$ cat config.mk
export PLATFORM = sky130hd
export DESIGN_NAME = fifo_flag_gen
export DESIGN_NICKNAME = d
export VERILOG_FILES = /design/src/rtl/fifo_pkg.sv /design/src/rtl/fifo_flag_gen_ptr_sync.sv /design/src/rtl/fifo_flag_gen.sv
export SDC_FILE = /design/constraint.sdc
export NUM_CORES = 1
export LEC_CHECK = 0
export CAP_MARGIN = 5
export CORE_MARGIN = 3
export CORE_UTILIZATION = 41
export DETAILED_ROUTE_END_ITERATION = 16
export PLACE_DENSITY = 0.73
export SLEW_MARGIN = 20
export SYNTH_ARGS = -nofsm -noshare
export SYNTH_HDL_FRONTEND = slang
export SYNTH_SLANG_ARGS = --single-unit
$ cat constraint.sdc
create_clock -name clk -period 3.3 [get_ports clk]
set_input_delay 0.66 -clock clk [delete_from_list [all_inputs] [get_ports clk]]
set_output_delay 0.66 -clock clk [all_outputs]
set_load 0.02 [all_outputs]
$ cat src/rtl/fifo_pkg.sv
// Shared helpers for the async FIFO status logic: gray decoding, full compare, depth.
package fifo_pkg;

  localparam int unsigned PTR_W = 4;
  localparam int unsigned DEPTH = 2**(PTR_W-1);
  localparam int unsigned MAX_W = 32;

  // Upper bits above w are expected to be zero, so a prefix XOR of right shifts decodes.
  function automatic logic [MAX_W-1:0] gray2bin(input logic [MAX_W-1:0] g,
                                                input int unsigned     w);
    logic [MAX_W-1:0] b;
    b = '0;
    for (int unsigned k = 0; k < w; k++) begin
      b = b ^ (g >> k);
    end
    return b;
  endfunction

  // Full when the local pointer has lapped the remote one: top two gray bits inverted.
  function automatic logic is_full(input logic [MAX_W-1:0] l,
                                   input logic [MAX_W-1:0] s,
                                   input int unsigned      w);
    logic [MAX_W-1:0] w_mask;
    w_mask = {{(MAX_W-2){1'b0}}, 2'b11} << (w - 2);
    return l == (s ^ w_mask);
  endfunction

endpackage

$ cat src/rtl/fifo_flag_gen_ptr_sync.sv
// Multi-flop synchroniser carrying the remote gray pointer into the local clock domain.
module ptr_sync #(
  parameter int unsigned W      = 4,
  parameter int unsigned STAGES = 2
) (
  input  logic         clk,
  input  logic         rst,
  input  logic [W-1:0] d,
  output logic [W-1:0] q
);

  logic [W-1:0] r_stage [STAGES];

  always_ff @(posedge clk or posedge rst) begin
    if (rst) begin
      for (int unsigned i = 0; i < STAGES; i++) begin
        r_stage[i] <= '0;
      end
    end else begin
      r_stage[0] <= d;
      for (int unsigned i = 1; i < STAGES; i++) begin
        r_stage[i] <= r_stage[i-1];
      end
    end
  end

  assign q = r_stage[STAGES-1];

endmodule

$ cat src/rtl/fifo_flag_gen.sv
// Per-domain FIFO status: synchronised remote pointer, full/empty flag, level, almost, sticky error.
module fifo_flag_gen
  import fifo_pkg::*;
#(
  parameter int unsigned n           = 4,
  parameter bit          IS_WRITE    = 1'b1,
  parameter int unsigned SYNC_STAGES = 2,
  parameter int unsigned ALMOST_LVL  = 6
) (
  input  logic         clk,
  input  logic         rst,
  input  logic [n-1:0] local_ptr,
  input  logic [n-1:0] remote_ptr,
  input  logic         inc,
  input  logic         clr_err,
  output logic         flag,
  output logic [n-1:0] sync_ptr,
  output logic [n-1:0] level,
  output logic         almost,
  output logic         err_sticky
);

  logic [n-1:0] w_sync;
  logic [n-1:0] w_local_bin;
  logic [n-1:0] w_sync_bin;
  logic [n-1:0] w_level;
  logic         w_flag;
  logic         w_almost_next;
  logic         r_almost;
  logic         r_err;

  ptr_sync #(
    .W      (n),
    .STAGES (SYNC_STAGES)
  ) u_sync (
    .clk (clk),
    .rst (rst),
    .d   (remote_ptr),
    .q   (w_sync)
  );

  assign w_local_bin = n'(gray2bin(MAX_W'(local_ptr), n));
  assign w_sync_bin  = n'(gray2bin(MAX_W'(w_sync), n));

  // Flag is purely combinational on registered pointers so the counter sees it on its next edge.
  assign w_flag  = IS_WRITE ? is_full(MAX_W'(local_ptr), MAX_W'(w_sync), n)
                            : (local_ptr == w_sync);
  assign w_level = IS_WRITE ? (w_local_bin - w_sync_bin) : (w_sync_bin - w_local_bin);

  assign w_almost_next = IS_WRITE ? (MAX_W'(w_level) >= ALMOST_LVL)
                                  : (MAX_W'(w_level) <= ALMOST_LVL);

  always_ff @(posedge clk or posedge rst) begin
    if (rst) begin
      r_almost <= 1'b0;
      r_err    <= 1'b0;
    end else begin
      r_almost <= w_almost_next;
      r_err    <= (r_err & ~clr_err) | (inc & w_flag);
    end
  end

  assign flag       = w_flag;
  assign sync_ptr   = w_sync;
  assign level      = w_level;
  assign almost     = r_almost;
  assign err_sticky = r_err;

endmodule

==> flow_summary.yaml <==
clock_network:
  cts_tree: "built"
  htreeDepth: 1
  cts_sinks: 10
  cts-root-buf: "clkbuf_4"
  numCtsBuffers: 3
  clock_latency_ps: 250
  clockBufferDepth: 2
  path_clk_slew_ps: 60
floorplan:
  die_w_um: 43.6
  die_area_sq_um: 1900
  die_y_um: 43.6
  initial_utilization_pct: 47.5
  rows: 12
  core_sq_um: 1220
  pin_count: 23
global_routing:
  grt-ovfl-total: 0
  grt_pass1_wl_um: 1840
  busiest_layer: "met2"
  grt_use_met3_pct: 2.49
  met1_usage_pct: 13.2
  track_usage_pct: 13.2
  grt_max_degree: 11
  grt_pass1_vias: 463
  antenna_found_initial: 0
  use_met2_pct: 25.0
cells_and_area:
  drive_above_1_share_pct: 30.6
  final_cell_mix: "clkdlybuf4s50_1, buf_4, dfrtp_1"
  num_antenna_cells: 0
  area_growth_pct: 58.9
  final_common_cell: "clkdlybuf4s50_1"
  fin_nets: 102
min_path:
  hold_class: "reg2reg"
  hold_path_depth: 0
worst_setup_path:
  cp.required_ps: 2640
  max_stage_delay_ps: 520
  crit_path_cell_trace: "clkdlybuf4s50_1 -> xor2_2 -> xnor2_1 -> ha_1 -> inv_1 -> fa_1 -> xor2_1 -> buf_4"
  worstSetupEndpoint: "level[2]"
  slowest_stage: "clkdlybuf4s50_1"
  timing.rr.start: "u_sync.q[3]"
  startpoint_type: "input port"
  crit_path_end_kind: "output port"
  cp.arrival_ps: 2500
  reg2reg_to: "almost"
  setup.worst_path.class: "in2out"
  cp-startpoint: "local_ptr[1]"
  path_buf_inv: 3
  path_depth: 8
  cp_max_fo: 2
  r2r_cells: 10
  reg2reg_slack_ps: 780
  crit_family: "buffers and inverters"
drt:
  route.detailed.drc: 0
  routed_via_density: 4.47
  drtAntennaViolNets: 0
  drtIter0Drc: 1
  avgRoutedWirePerCell_um: 10.4
  dr.pass1.iters: 2
  via_count: 443
  drt-total-wl_um: 1030
timing:
  finalSetupViolCount: 0
  grt_setup_unrepaired: "false"
  max_freq_mhz: 317
  finalWorstSetupSlack_ps: 144
  fin_worst_skew_ps: 5.18
  whs_ps: 351
  maxSlewHeadroom_pct: 72.8
  period_share_pct: 95.6
  max_slew.worst_pin.slew_ps: 406
  finalHoldViolCount: 0
  layout_min_cycle_time_ps: 3160
  final-max-slew-violation-count: 0
power:
  powerDensity_nw_per_um2: 527
  cellLeakagePower_nw: 0.416
  vdd_drop_max_mv: 0.458
logic_synthesis:
  synth-compound-area-share_pct: 5.63
  synth_area_sq_um: 578
  yosys_warnings: 0
  ys_ff_latch: 10
  synthCells: 50
  ys_seq_area_share_pct: 43.3
  synthXorXnorAreaFrac_pct: 20.8
  synth.avg_cell_area_sq_um: 11.6
  synthAdderAreaFrac_pct: 9.96
  synthSimpleGateAreaFrac_pct: 9.96
  synth_top_family_by_area: "XOR/XNOR gates"
  synth.area.mux_share_pct: 1.95
  synth.distinct_cells: 20
  syn_nets: 66
run_status:
  status: "finished, final reports clean"
job:
  cap_violations: 0
placement:
  portBuffers: 22
  place_congestion: 0.724
  dpl_worst_slack_ps: -578
[per-layer routing]
metal | share of wire (%) | vias to the layer above
met2 | 58 | 11
met5 | 0 | -
met3 | 4.7 | 2
met4 | 1.8 | 0
met1 | 36 | 205
li1 | - | 225
[how the worst min path moves through the flow]
stage,start,endpoint
2_1_floorplan,u_sync.r_stage[4],u_sync.q[0]
3_3_place_gp,u_sync.r_stage[5],u_sync.q[1]
3_5_place_dp,u_sync.r_stage[4],u_sync.q[0]
4_1_cts,u_sync.r_stage[4],u_sync.q[0]
5_1_grt,u_sync.r_stage[5],u_sync.q[1]
6_report,u_sync.r_stage[5],u_sync.q[1]
[timing repair]
item	in CTS	in global routing
pin swaps	2	0
resized for setup	15	1
endpoints found under the setup margin	4	1
buffers inserted	1	0
cloned	0	0
hold buffers	0	0
[layout make-up]
class,instances,area [sq um]
clock buffer,4,36.3
timing repair buffer,35,309
fill,87,298
multi-input combinational,31,287
sequential,10,250
inverter,5,18.8
tap,14,17.5
[synth_stat cells]
master | count | area (sq um)
nand2b_1 | 1 | 6.26
o2111ai_1 | 1 | 8.76
o21ai_0 | 1 | 5.00
fa_1 | 1 | 20.0
nor2b_1 | 1 | 6.26
dfrtp_1 | 10 | 250
ha_1 | 3 | 37.5
xnor2_2 | 1 | 16.3
nand2_1 | 4 | 15.0
mux2_2 | 1 | 11.3
buf_4 | 4 | 30.0
a21oi_1 | 2 | 10.0
o21ai_2 | 1 | 8.76
xor2_1 | 5 | 43.8
xor2_2 | 1 | 16.3
nand3_1 | 1 | 5.00
inv_1 | 5 | 18.8
xnor2_1 | 5 | 43.8
nor4_4 | 1 | 21.3
nor2_1 | 1 | 3.75
[through the flow]
stage               TNS, ps  total power, mW  std cells  instance area [sq um]  utilization (%)
floorplan                 0            0.274         50                    578                -
global placement      -1460            0.392         94                    876             72.0
detailed placement    -1570            0.393         94                    876             72.0
CTS                       0            0.491         99                    911             74.9
global route              0            0.525         99                    918             75.5
finish                    0            0.484         99                    918             75.5
[sequential cells by signal, summed over array words and instances (netlist names)]
name / flops
u_sync.r_stage: 4
u_sync.q: 4
almost: 1
err_sticky: 1
[cells by family after synthesis]
kind of cell | Yosys count
buffers and inverters | 9
adder cells (fa/ha/maj) | 4
AO/OA/AOI/OAI | 5
AND/OR/NAND/NOR | 9
multiplexers | 1
XOR/XNOR | 12
flip-flops | 10
[power by group]
group / internal [mW] / total, mW / switching [mW]
Clock: 0.0667 / 0.103 / 0.0358
Sequential: 0.134 / 0.140 / 0.00580
Combinational: 0.127 / 0.241 / 0.115
Total: 0.327 / 0.484 / 0.156
Note: power is estimated with default switching activity, not from simulation.
==> patch 1: new RTL, config.mk and constraints unchanged <==
The parameter `n` goes from 4 to 5.
--- a/src/rtl/fifo_flag_gen.sv
+++ b/src/rtl/fifo_flag_gen.sv
@@ -2,7 +2,7 @@
 module fifo_flag_gen
   import fifo_pkg::*;
 #(
-  parameter int unsigned n           = 4,
+  parameter int unsigned n           = 5,
   parameter bit          IS_WRITE    = 1'b1,
   parameter int unsigned SYNC_STAGES = 2,
   parameter int unsigned ALMOST_LVL  = 6
Interface: changed (resized level, local_ptr, remote_ptr and sync_ptr); port bits go from 23 to 27. No check against the original RTL was run, so the function may have changed too.
==> patch 1 against the unedited design <==
  * Critical path depth rose by 3
  * Power rose by 37%
  * Via count rose by 28%
  * Area after synthesis rose by 21%
  * Design area rose by 30%
  * Critical path type unchanged
  * Highest routed layer unchanged
  * Sequential cell count rose by 2
  * Worst setup slack got worse by 91 ps
  * Wire length rose by 29%
==> patch 1: results (changes against the unedited design) <==
| Metric | Value |
|---|---|
| Clock skew | `1.98 ps (-3.20 ps)` |
| VDD IR max | `0.000483 V (+5.4%)` |
| Leakage power | `0.000564 uW (+36%)` |
| Antenna cells | `0 (unchanged)` |
| Crit-path max FO | `2 (unchanged)` |
| Number of global-route vias before repair | `617 (+33%)` |
| Most instantiated cells after synthesis | `dfrtp_1, inv_1, xnor2_1` |
| Top post-synthesis cells by area | `dfrtp_1, xnor2_1, ha_1` |
| Sequential area share after synthesis | `42.9% (-0.36 points)` |
| Gpl congestion | `0.691 (-4.6%)` |
| DR iter-0 viols | `0 (-1)` |
| Headroom to the max-slew limit | `73.4% (+0.59 points)` |
| DR vias/cell | `4.56 (+2.0%)` |
| 1st-pass router iterations | `1 (-1)` |
| DP Wirelength | `1220 um` |
| Syn nets | `81 (+23%)` |
| Status | `finished, final reports clean` |
| Fin cells | `124 (+25%)` |
| First-pass GRT wire length | `2300 um (+25%)` |
| Clock-pin transition on the worst setup and hold timing paths | `60 ps (about the same)` |
| Hold crit path type | `reg -> reg` |
| IO buf count | `26 (+18%)` |
| Final net count | `128 (+25%)` |
| Post-CTS Setup Repair Bufs | `0 (-1)` |
| Largest net degree at the start of global routing | `13 (+2)` |
| Share of cells above drive strength 1 | `38.0% (+7.4 points)` |
| Synth Flop Type | `dfrtp_1` |
| GRT Overall Usage | `15.1% (+1.9 points)` |
| Synthesized area per cell | `11.3 um2 (-2.4%)` |
| Mean routed wirelength per cell | `10.7 um (+3.0%)` |
| P_sw | `235 uW (+50%)` |
| Worst EP arrival | `2590 ps (+90 ps)` |
| Fill count | `112 (+29%)` |
-- patch 1: changes by cell type after synthesis, moves of 2 or more --
cell / before / now
nor2_1: 1 / 4
dfrtp_1: 10 / 12
xnor2_1: 5 / 8
nand2_1: 4 / 0
inv_1: 5 / 9
-- patch 1: power groups by stage --
stage	clock (uW)	combinational, uW	sequential [uW]
6_report	109	392	164
5_1_grt	121	431	165
4_1_cts	113	401	164
3_5_place_dp	0	413	166
3_3_place_gp	0	404	167
2_1_floorplan	0	218	172
-- patch 1: per-stage QoR --
stage,power [uW],setup TNS [ps],worst slack (ps),hold slack [ps],area [um2]
3_3_place_gp,571,-3560,-919,334,1140
6_report,664,0,53.6,351,1190
5_1_grt,717,-95.5,-87.3,361,1190
2_1_floorplan,390,0,0.498,331,742
4_1_cts,678,0,3.27,352,1190
3_5_place_dp,580,-3800,-954,340,1140
-- patch 1: worst max-delay path, cell delays in order --
cell,delay [ps]
buf_6,110
xor2_4,180
xnor2_2,150
xor2_1,230
xor2_1,100
ha_2,190
fa_2,340
nand2b_4,150
a21oi_4,180
xor2_4,170
buf_6,130
-- patch 1: cells by family after synthesis --
| group | synth area share, % |
|---|---|
| simple gates | 4.83 |
| compound gates | 8.77 |
| buf+inv | 10.2 |
| flops | 42.9 |
| fa+ha+maj | 10.0 |
| xor+xnor | 23.3 |
-- patch 1: metal layers --
metal | track usage [%] | vias up | wire, um
li1 | - | 284 | -
met3 | 2.68 | 4 | 63
met4 | 8.29 | 0 | 25
met1 | 14.5 | 262 | 448
met5 | 0 | - | 0
met2 | 29.4 | 16 | 790
-- patch 1: path summary, 6_finish.rpt --
path	slack, ps	cells past startpoint	endpoint	startpoint
max	50	11	level[4]	local_ptr[3]
min	350	0	u_sync.q[0]	u_sync.r_stage[5]
max reg2reg	470	11	almost	u_sync.q[3]
min reg2reg	350	0	u_sync.q[0]	u_sync.r_stage[5]
max in group asynchronous	2340	2	u_sync.q[0]	rst
min in group asynchronous	670	2	u_sync.r_stage[8]	rst
-- patch 1: cell type report --
| cell class | count | area [um2] | share of cell area, % |
|---|---|---|---|
| flip-flops and latches | 12 | 300 | 25.2 |
| multi-input cells | 36 | 397 | 33.3 |
| repair buffers | 47 | 405 | 34.0 |
| inverters | 9 | 33.8 | 2.83 |
| clock buffers | 4 | 36.3 | 3.04 |
| well taps | 16 | 20.0 | 1.68 |
-- patch 1: repair_timing --
action                                  CTS  global route
pin swaps                                 7             2
cloned                                    0             0
hold buffers                              0             0
resized for setup                        28             5
endpoints found under the setup margin    6             4
==> patch 2: new RTL, same settings <==
Made on the original files. Register the inputs `local_ptr`, `remote_ptr`, `inc` and `clr_err` before use, without a reset. The logic sees them one clock later.
--- a/src/rtl/fifo_flag_gen.sv
+++ b/src/rtl/fifo_flag_gen.sv
@@ -20,6 +20,18 @@
   output logic         err_sticky
 );
 
+  logic [n-1:0] local_ptr_q;
+  logic [n-1:0] remote_ptr_q;
+  logic inc_q;
+  logic clr_err_q;
+
+  always_ff @(posedge clk) begin
+    local_ptr_q  <= local_ptr;
+    remote_ptr_q <= remote_ptr;
+    inc_q        <= inc;
+    clr_err_q    <= clr_err;
+  end
+
   logic [n-1:0] w_sync;
   logic [n-1:0] w_local_bin;
   logic [n-1:0] w_sync_bin;
@@ -35,16 +47,16 @@
   ) u_sync (
     .clk (clk),
     .rst (rst),
-    .d   (remote_ptr),
+    .d   (remote_ptr_q),
     .q   (w_sync)
   );
 
-  assign w_local_bin = n'(gray2bin(MAX_W'(local_ptr), n));
+  assign w_local_bin = n'(gray2bin(MAX_W'(local_ptr_q), n));
   assign w_sync_bin  = n'(gray2bin(MAX_W'(w_sync), n));
 
   // Flag is purely combinational on registered pointers so the counter sees it on its next edge.
-  assign w_flag  = IS_WRITE ? is_full(MAX_W'(local_ptr), MAX_W'(w_sync), n)
-                            : (local_ptr == w_sync);
+  assign w_flag  = IS_WRITE ? is_full(MAX_W'(local_ptr_q), MAX_W'(w_sync), n)
+                            : (local_ptr_q == w_sync);
   assign w_level = IS_WRITE ? (w_local_bin - w_sync_bin) : (w_sync_bin - w_local_bin);
 
   assign w_almost_next = IS_WRITE ? (MAX_W'(w_level) >= ALMOST_LVL)
@@ -56,7 +68,7 @@
       r_err    <= 1'b0;
     end else begin
       r_almost <= w_almost_next;
-      r_err    <= (r_err & ~clr_err) | (inc & w_flag);
+      r_err    <= (r_err & ~clr_err_q) | (inc_q & w_flag);
     end
   end
 
Check against the original RTL: not equivalent (a bounded check fails within 4 cycles, from zero or initial values and one cycle with rst high).
==> patch 2 against the unedited design <==
  * Power up 20%
  * Design area is 13% higher
  * Worst setup slack improved by 49 ps
  * Wire length up 5.1%
  * Via count grew 5.9%
  * Sequential cell count up 10
  * Area after synthesis grew 35%
  * Hold slack got worse by 19 ps
  * Cell count is 9.1% higher
  * Clock skew shrank 1.0 ps
==> patch 2: results (changes against the unedited design) <==
| Metric | Value |
|---|---|
| DP Wirelength | `945 um` |
| DR iter-0 viols | `11 (+10)` |
| Post-CTS Setup Repair Bufs | `0 (-1)` |
| Via count of the routed design | `469 (+5.9%)` |
| Number of global-route vias before repair | `494 (+6.7%)` |
| WL met3 | `81 um (+69%)` |
| CTS resizes | `3 (-12)` |
| GRT Overall Usage | `10.7% (-2.5 points)` |
| Clock skew | `4.14 ps (-1.04 ps)` |
| Syn nets | `76 (+15%)` |
| Top sig layer | `met4` |
| Hold crit path type | `reg -> reg` |
| Register-to-register setup slack | `920 ps (+140 ps)` |
| Crit-path max FO | `3 (+1)` |
| 1st-pass router iterations | `4 (+2)` |
| CP endpoint | `level[1]` |
| Routed metal-1 wirelength | `397 um (+8.5%)` |
| Ys Warns | `0 (unchanged)` |
| Clk_lat worst skew | `280 ps (+30 ps)` |
| Ys async rst share | `50.0% (-50 points)` |
| Root Driver | `clkbuf_4` |
| Distinct cells, synth | `21 (+5.0%)` |
| Sequential area share after synthesis | `57.9% (+15 points)` |
| Clock-pin transition on the worst setup and hold timing paths | `90 ps (+30 ps)` |
| WL met2 | `588 um (-1.0%)` |
| Worst slack at placement | `80.6 ps (+659 ps)` |
| Element type at the critical path start | `flop` |
| Status | `finished, final reports clean` |
| IO buf count | `22 (unchanged)` |
| Most instantiated cells after synthesis | `dfrtp_1, dfxtp_1, inv_1, xnor2_1, xor2_1` |
| Gpl congestion | `0.689 (-4.8%)` |
| Worst EP arrival | `2450 ps (-50 ps)` |
| Period minus WS final | `3110 ps (-49.0 ps)` |
| Met2 usage | `19.6% (-5.4 points)` |
| Antenna violations before repair | `0 (unchanged)` |
| Synth Flop Type | `dfxtp_1` |
| Slew of the pin with the lowest slew margin | `384 ps (-22.2 ps)` |
| First-pass GRT wire length | `1970 um (+7.5%)` |
| Routed WL | `1080 um (+5.1%)` |
| R2R depth | `9 (-1)` |
| Leakage power | `0.000444 uW (+6.7%)` |
| H-tree levels | `1 (unchanged)` |
| Met1 GRT Util | `10.6% (-2.6 points)` |
| GR Util met3 | `3.32% (+0.83 points)` |
| Final net count | `101 (-0.98%)` |
| Reg2reg end | `almost` |
| Top post-synthesis cells by area | `dfrtp_1, dfxtp_1, xnor2_1` |
| Largest net degree at the start of global routing | `11 (unchanged)` |
| VDD IR max | `0.000333 V (-27%)` |
| Share of cells above drive strength 1 | `14.5% (-16 points)` |
| Launch point of the worst path | `u_sync.q[3]` |
| Area after DPL | `1010 um2 (+16%)` |
==> patch 2: how the worst min path moves through the flow <==
stage               startpoint           endpoint  slack (ps)
3_5_place_dp   remote_ptr_q[0]  u_sync.r_stage[4]         320
4_1_cts        remote_ptr_q[0]  u_sync.r_stage[4]         330
2_1_floorplan  remote_ptr_q[0]  u_sync.r_stage[4]         320
5_1_grt        remote_ptr_q[3]  u_sync.r_stage[7]         340
6_report       remote_ptr_q[0]  u_sync.r_stage[4]         330
3_3_place_gp   remote_ptr_q[2]  u_sync.r_stage[6]         320
==> patch 2: area by class of cell <==
| class | count | area, um2 |
|---|---|---|
| fill | 168 | 727 |
| sequential | 20 | 450 |
| multi-input combinational | 31 | 287 |
| timing repair buffer | 24 | 228 |
| tap | 25 | 31.3 |
| clock buffer | 3 | 22.5 |
| inverter | 5 | 18.8 |
==> patch 2: critical path, stage by stage (launching register included) <==
cell and delay (ps):
dfrtp_1 450, xnor2_2 210, xor2_1 230, xnor2_1 150
ha_1 170, inv_1 60, fa_1 570, dlygate4sd2_1 340
==> patch 2: cell families (layout without fill, tap and decap cells) <==
group / count (synthesis) / count (layout) / share of synthesized area [%]
DFF: 20 / 20 / 57.9
xor gates and xnor gates: 12 / 12 / 15.4
and+or+nand+nor: 9 / 9 / 7.39
buffers and inverters: 9 / 32 / 6.27
AOI/OAI and AO/OA: 5 / 5 / 4.18
adders and majority gates: 4 / 4 / 7.40
muxes: 1 / 1 / 1.45
==> patch 2: report_power, final <==
group / switching [uW] / internal (uW) / total, uW
logic: 108 / 98.9 / 206
clock network: 60.1 / 42.3 / 102
registers: 9.35 / 261 / 270
==> patch 2: through the flow <==
stage,total power (uW),instances
6_report,579,108
5_1_grt,619,108
4_1_cts,588,108
3_5_place_dp,499,105
3_3_place_gp,493,105
2_1_floorplan,407,60
